<file path="src/rtl/prog_feeder.sv">
// prog_feeder: host-side program/immediate feeder for the 8-bit CPU fetch bus.
// Serves instruction then immediate bytes from a small program memory, tracks
// the CPU phase, and captures the results the CPU presents in its OUTPUT state.
// Optional feature: define PROG_FEEDER_RESULT_FIFO_EN to buffer results in a
// FIFO_D-deep FIFO instead of a single overwrite-on-overrun register.
module prog_feeder #(
    parameter int ADDR_W = 6,
    parameter int FIFO_D = 4
) (
    input  logic              clk,
    input  logic              rst,
    input  logic              prog_we,
    input  logic [ADDR_W:0]   prog_addr,
    input  logic [7:0]        prog_wdata,
    input  logic [ADDR_W-1:0] cpu_pc,
    input  logic              cpu_send_ins,
    input  logic              cpu_status,
    input  logic [7:0]        cpu_result,
    output logic [7:0]        cpu_data,
    output logic [1:0]        phase,
    output logic [7:0]        result,
    output logic              result_valid,
    input  logic              result_ack,
    output logic              overrun,
    output logic              fault
);

    localparam int MEM_N = 2 ** (ADDR_W + 1);

    typedef enum logic [1:0] {
        PH_FETCH  = 2'b00,
        PH_DECODE = 2'b01,
        PH_WAIT   = 2'b10
    } phase_t;

    phase_t     r_phase;
    logic [7:0] r_mem [MEM_N];
    logic       r_fault;
    logic       r_overrun;
    logic       w_capture;

    // A legal result is presented; an illegal-instruction flag suppresses it.
    assign w_capture = cpu_send_ins & ~cpu_status;

    // Program memory: registered write, not cleared by reset so a program survives it.
    always_ff @(posedge clk) begin
        if (prog_we)
            r_mem[prog_addr] <= prog_wdata;
    end

    // Phase tracker: any send_ins restarts at FETCH, which also covers a skipped DECODE.
    always_ff @(posedge clk) begin
        if (rst)
            r_phase <= PH_FETCH;
        else if (cpu_send_ins)
            r_phase <= PH_FETCH;
        else begin
            case (r_phase)
                PH_FETCH:  r_phase <= PH_DECODE;
                PH_DECODE: r_phase <= PH_WAIT;
                default:   r_phase <= PH_WAIT;
            endcase
        end
    end

    // Byte presented to the CPU follows the current phase and the live PC.
    always_comb begin
        cpu_data = 8'h00;
        case (r_phase)
            PH_FETCH:  cpu_data = r_mem[{cpu_pc, 1'b0}];
            PH_DECODE: cpu_data = r_mem[{cpu_pc, 1'b1}];
            default:   cpu_data = 8'h00;
        endcase
    end

    // Sticky fault on any OUTPUT cycle flagged illegal.
    always_ff @(posedge clk) begin
        if (rst)
            r_fault <= 1'b0;
        else if (cpu_send_ins && cpu_status)
            r_fault <= 1'b1;
    end

`ifdef PROG_FEEDER_RESULT_FIFO_EN

    localparam int PTR_W = $clog2(FIFO_D);
    localparam logic [PTR_W:0] FULL_CNT = FIFO_D[PTR_W:0];

    logic [7:0]       r_fifo [FIFO_D];
    logic [PTR_W-1:0] r_wptr;
    logic [PTR_W-1:0] r_rptr;
    logic [PTR_W:0]   r_count;
    logic             w_full;
    logic             w_empty;
    logic             w_pop;
    logic             w_push;

    assign w_full  = (r_count == FULL_CNT);
    assign w_empty = (r_count == '0);
    assign w_pop   = result_ack & ~w_empty;
    // A pop in the same cycle frees the slot, so a full FIFO still accepts the push.
    assign w_push  = w_capture & (~w_full | w_pop);

    // FIFO storage: data only, no reset needed since occupancy gates visibility.
    always_ff @(posedge clk) begin
        if (w_push)
            r_fifo[r_wptr] <= cpu_result;
    end

    // FIFO pointers, occupancy and overrun flag.
    always_ff @(posedge clk) begin
        if (rst) begin
            r_wptr    <= '0;
            r_rptr    <= '0;
            r_count   <= '0;
            r_overrun <= 1'b0;
        end else begin
            if (w_push)
                r_wptr <= r_wptr + 1'b1;
            if (w_pop)
                r_rptr <= r_rptr + 1'b1;
            case ({w_push, w_pop})
                2'b10:   r_count <= r_count + 1'b1;
                2'b01:   r_count <= r_count - 1'b1;
                default: r_count <= r_count;
            endcase
            if (w_capture && !w_push)
                r_overrun <= 1'b1;
        end
    end

    assign result       = w_empty ? 8'h00 : r_fifo[r_rptr];
    assign result_valid = ~w_empty;

`else

    logic [7:0] r_result;
    logic       r_valid;

    // Single result register: newest capture always wins; losing an unread value is flagged.
    always_ff @(posedge clk) begin
        if (rst) begin
            r_result  <= 8'h00;
            r_valid   <= 1'b0;
            r_overrun <= 1'b0;
        end else if (w_capture) begin
            r_result <= cpu_result;
            r_valid  <= 1'b1;
            if (r_valid && !result_ack)
                r_overrun <= 1'b1;
        end else if (result_ack) begin
            r_valid <= 1'b0;
        end
    end

    assign result       = r_result;
    assign result_valid = r_valid;

`endif

    assign phase   = r_phase;
    assign overrun = r_overrun;
    assign fault   = r_fault;

endmodule

</file>
<file path="config.mk">
export PLATFORM = sky130hd
export DESIGN_NAME = prog_feeder
export DESIGN_NICKNAME = d
export VERILOG_FILES = /design/src/rtl/prog_feeder.sv
export SDC_FILE = /design/constraint.sdc
export NUM_CORES = 1
export LEC_CHECK = 0
export CORE_UTILIZATION = 30
export DETAILED_ROUTE_END_ITERATION = 10
export GPL_TIMING_DRIVEN = 0
export PLACE_DENSITY = 0.55
export SLEW_MARGIN = 20
export SYNTH_ARGS = -nofsm -noshare
export SYNTH_HDL_FRONTEND = slang
export SYNTH_SLANG_ARGS = --single-unit
</file>
<file path="constraint.sdc">
create_clock -name clk -period 2.3 [get_ports clk]
set_input_delay 0.23 -clock clk [delete_from_list [all_inputs] [get_ports clk]]
set_output_delay 0.23 -clock clk [all_outputs]
set_load 0.01 [all_outputs]
</file>
# Word-level counts from Yosys, hierarchy flattened
# Memory sizes are Yosys's and may differ from the RTL's.
# Cells that the tools add are included.
# totals
register_bits	13
ram_bits	1024
inputBits	35
out_inout_bits	21
word_cells	22
memories	1
# memory_table
memory	depth	word_bits	rd	rd_clocked_by_memory_dff	wr	line	source
r_mem	128	8	2	0	1	37	logic [7:0] r_mem [MEM_N];
# classes
n_eq_ne	1
muxes	6
bitwise_logic	2
n_reduce_logical	7
# op_table
operator	n
$pmux W8 S2	1
$mux W1	4
$eq A2 B1 Y1 const B	1
$logic_and A1 B1 Y1	2
$logic_not A2 Y1	1
$mux W2	1
$reduce_and A2 Y1	1
$reduce_bool A2 Y1	1
$reduce_or A2 Y1	1
$and A1 B1 Y1	1
$logic_not A1 Y1	1
$not A1 Y1	1

# Logic depth before layout (Yosys ltp)
# depth
depth_word	3
mapped_depth	9
mapped_depth_nobuf	5

# Least setup slack after synthesis
# OpenSTA, ideal clock, no wires.
# synth_timing
kind	input -> output
start	input cpu_pc[2]
end	output cpu_data[6]
t_arrival_ns	1.866
required_time_ns	2.070
slack_ns	0.204
stages	8
path_buffers	3
path_cell_list	buf_4 > buf_2 > clkbuf_1 > mux4_2 > a221oi_1 > o21ai_0 > a22oi_1 > o22ai_1
# synth_between
elab_chain_cells	2
# synth_lines
element	line	source
start, declared	15	input logic [ADDR_W-1:0] cpu_pc,
$mem_v2 Z128 W8	-	
$pmux W8 S2	69	case (r_phase)
end, declared	19	output logic [7:0] cpu_data,
# No other way between the ends.

# Worst setup path in the final report
# layout_timing
start	input cpu_pc[3]
end	output cpu_data[5]
# Same word-level chain as after synthesis.

==> tab_implementation.tex <==
\begin{tabular}{lr}
\hline
Metric & Value \\
\hline
\multicolumn{2}{l}{\textbf{Cells and area}} \\
\quad Area of all placed cells without fillers & 47700 um\^{}2 \\
\quad Share of post-route cells with drive strength above 1 & 34.7\% \\
\quad Final core utilization & 36.1\% \\
\quad Commonest cells after routing, fill and taps aside & edfxtp\_1 (1024), mux4\_2 (256), clkbuf\_16 (106), mux2i\_1 (82), nor2\_2 (70) \\
\quad Antenna diode count & 0 \\
\quad Layout area overhead & 18.7\% \\
\quad Most frequent standard cell in the layout excluding fill and tap cells & edfxtp\_1 \\
\quad Number of nets in the final layout & 2046 \\
\multicolumn{2}{l}{\textbf{Hold path}} \\
\quad Hold crit path type & primary input to register \\
\multicolumn{2}{l}{\textbf{Placement}} \\
\quad HPWL after detailed placement & 73200 um \\
\quad Last weighted congestion value of the routability-driven placer & 0.918 \\
\quad Buffers added on ports & 45 \\
\quad Placed cell areas & 43200 um\^{}2 \\
\quad Worst setup timing slack at the placement stage & -2240 ps \\
\multicolumn{2}{l}{\textbf{GRT}} \\
\quad Total Routing Usage GR & 16.2\% \\
\quad Pin count of the biggest net entering global routing & 105 \\
\quad Via count of the first global-routing pass & 20600 \\
\quad M1 GR Usage & 21.8\% \\
\quad Most Crowded Layer GR & met2 \\
\quad First-pass GRT wire length & 156000 um \\
\quad Routing usage on met2 & 25.4\% \\
\quad Initial antenna violation count & 5 \\
\quad Global-route track usage on met3 & 4.69\% \\
\quad Total grt overflow & 0 \\
\multicolumn{2}{l}{\textbf{Synth}} \\
\quad Synthesized-area fraction occupied by adder cells & 0\% \\
\quad Count of different cell masters after synthesis & 31 \\
\quad Number of synthesized flops with an enable pin & 1024 \\
\quad Share of the synthesized netlist area taken by xor and xnor gates & 0\% \\
\quad Synthesized-area fraction occupied by ao, oa, aoi and oai cells & 2.35\% \\
\quad FF+latch count, synth & 1037 \\
\quad Synthesized Nets & 1873 \\
\quad Cell area after synthesis & 40200 um\^{}2 \\
\quad Share of cell area taken by muxes after synthesis & 16.7\% \\
\quad Post-synthesis async set-or-reset flop share & 0\% \\
\quad Synth Instances & 1838 \\
\quad Average instance area after synthesis & 21.9 um\^{}2 \\
\quad Number of warning messages in the yosys log & 0 \\
\quad Simple logic cell fraction of the synthesized area & 2.13\% \\
\quad Commonest register cell after synthesis & edfxtp\_1 \\
\quad Fraction of the yosys area taken by sequential cells & 77.2\% \\
\quad Dominant combinational cell family by area after synthesis & multiplexers \\
\multicolumn{2}{l}{\textbf{STA}} \\
\quad Portion of the clock cycle consumed by the worst path in the final layout & 133\% \\
\quad Count of final hold-check violations & 0 \\
\quad Final setup violating endpoints & 138 \\
\quad Post-route clock skew & 7.51 ps \\
\quad Final slew viol count & 0 \\
\quad Unrepaired setup endpoints after global routing & true \\
\quad Worst relative slew slack & 15.7\% \\
\quad Post-layout worst setup margin & -756 ps \\
\quad Setup tns final & -9130 ps \\
\quad Time the final worst path needs with I/O delays and setup & 3060 ps \\
\quad Slew at the pin with the worst max-slew slack & 1260 ps \\
\quad Highest attainable clock frequency & 327 MHz \\
\multicolumn{2}{l}{\textbf{Critical path}} \\
\quad WP data required & 2070 ps \\
\quad Crit. End Element & output pin \\
\quad Data arrival, critical path & 2830 ps \\
\quad Critical setup path kind & primary input to output pin \\
\quad Largest delay share family, worst path & buffers and inverters \\
\quad Slowest cell on the critical path & a221oi\_2 \\
\quad Sum of buffers and inverters on the critical path & 5 \\
\quad Critical-path maximum fanout & 10 \\
\quad Critical Path Start Type & primary input \\
\quad CP max stage delay & 500 ps \\
\quad Crit-path cells & buf\_2 > inv\_1 > nor2\_1 > clkbuf\_2 > clkbuf\_2 > a221oi\_2 > a22oi\_2 > o22ai\_2 > buf\_2 \\
\multicolumn{2}{l}{\textbf{Power}} \\
\quad P\_int & 30.7 mW \\
\quad Total Power Consumption & 39.6 mW \\
\quad Combinational power share & 6.5\% \\
\quad Sequential power share & 52.6\% \\
\quad Peak VDD IR & 574 uV \\
\quad Pwr per Cell Area & 831 nW/um\^{}2 \\
\quad Net switching power & 8.88 mW \\
\quad Pleak & 14.5 nW \\
\quad Switching power share of the total & 22.4\% \\
\quad Clock group share of total power & 40.9\% \\
\multicolumn{2}{l}{\textbf{Route}} \\
\quad Number of nets with antenna violations after detailed routing & 0 \\
\quad Via density per instance & 5.19 \\
\quad DRC violation count after routing & 1 \\
\quad Final WL & 110000 um \\
\quad Detailed-routing iteration count for the pre-antenna-repair pass & 9 \\
\quad Number of DRC markers in iteration 0 & 2477 \\
\quad Routed vias & 20000 \\
\quad Average wire per standard cell & 28.6 um \\
\multicolumn{2}{l}{\textbf{Clocking}} \\
\quad Master cell of the clock root buffer & clkbuf\_16 \\
\quad Total clock buffers created by CTS & 103 \\
\quad Clk buf depth & 3 \\
\quad Clock Pin Slew Worst Setup and Hold Paths & 70 ps \\
\quad Worst skew pair latency & 690 ps \\
\quad Clock tree sinks & 1037 \\
\quad Maximum level of the CTS H-tree & 3 \\
\quad TritonCTS clock tree & done \\
\multicolumn{2}{l}{\textbf{Floorplanning}} \\
\quad Full die area & 135000 um\^{}2 \\
\quad Die height & 368 um \\
\quad Horizontal die dimension & 368 um \\
\quad Boundary pin count & 56 \\
\quad Initial cell density of the core & 30.4\% \\
\quad Core area & 132000 um\^{}2 \\
\quad Rows & 133 \\
\multicolumn{2}{l}{\textbf{Job}} \\
\quad Max-cap violations & 0 \\
\multicolumn{2}{l}{\textbf{Run status}} \\
\quad Status & complete, but fails checks \\
\quad Violated checks & design-rule violations, negative setup slack \\
\hline
\end{tabular}
[sequential cells by signal, summed over array words and instances, names as in the netlist]
register	cells
r_mem	1024
result	8
phase	2
fault	1
overrun	1
result_valid	1
[worst paths after layout]
path / startpoint / end / slack, ps / cells after the start
worst max-delay path: cpu_pc[3] / cpu_data[5] / -760 / 9
worst min-delay path: prog_wdata[6] / r_mem[45][6] / 80 / 1
worst max register to register: phase[0] / phase[1] / 750 / 3
worst min register to register: result[7] / result[7] / 460 / 2
[metal layers]
| metal | share of wire, % | wire (um) |
|---|---|---|
| met3 | 9.5 | 10500 |
| met1 | 41 | 45000 |
| met5 | 0.058 | 64 |
| met4 | 2.5 | 2780 |
| met2 | 47 | 51700 |
[power groups by stage]
stage	Combinational, mW	Sequential (mW)	Clock, mW
3_3_place_gp	2.17	21.4	0
5_1_grt	2.67	20.9	17.1
4_1_cts	2.49	20.9	16.4
2_1_floorplan	1.09	21.3	0
6_report	2.57	20.9	16.2
3_5_place_dp	2.26	21.3	0
[metrics by stage]
stage | hold WS [ps] | cells
3_3_place_gp | 456 | 3638
3_5_place_dp | 455 | 3652
5_1_grt | 77.4 | 3846
6_report | 81.8 | 3846
2_1_floorplan | 299 | 1838
4_1_cts | 49.3 | 3844
[cells in the mapped netlist, drive strengths merged (5+ instances only)]
cell | n | area (um^2)
nor2b | 10 | 62.6
edfxtp | 1024 | 30700
a22oi | 13 | 97.6
mux4 | 256 | 5770
nand2 | 31 | 116
a221oi | 61 | 534
mux2i | 96 | 961
o22ai | 8 | 50.1
nand2b | 5 | 31.3
clkbuf | 47 | 180
dfxtp | 13 | 260
nand3 | 14 | 70.1
o21ai | 32 | 160
a21oi | 12 | 60.1
buf | 63 | 460
nor3 | 10 | 50.1
nor2 | 128 | 480
[logic make-up after synthesis]
| kind of cell | after synthesis |
|---|---|
| AOI/OAI and AO/OA | 131 |
| muxes | 352 |
| buffers and inverters | 113 |
| DFF | 1037 |
| and+or+nand+nor | 205 |
[area by class of cell]
class | count | area, um^2
Inverter | 3 | 11.3
Buffer | 110 | 752
Tap cell | 1755 | 2200
Clock inverter | 55 | 444
Clock buffer | 130 | 2740
Sequential cell | 1037 | 31000
Multi-Input combinational cell | 688 | 9760
Fill cell | 12100 | 84400
Timing Repair Buffer | 68 | 779
[repair_timing]
| item | 4_1_cts | 5_1_grt |
|---|---|---|
| pin swaps | 22 | 16 |
| setup endpoints to repair | 487 | 278 |
| hold buffers | 7 | 0 |
| gates resized for setup | 291 | 71 |
| hold endpoints to repair | 245 | 0 |
| setup buffers | 0 | 2 |
No activity file was read; power rests on OpenSTA's default activity.
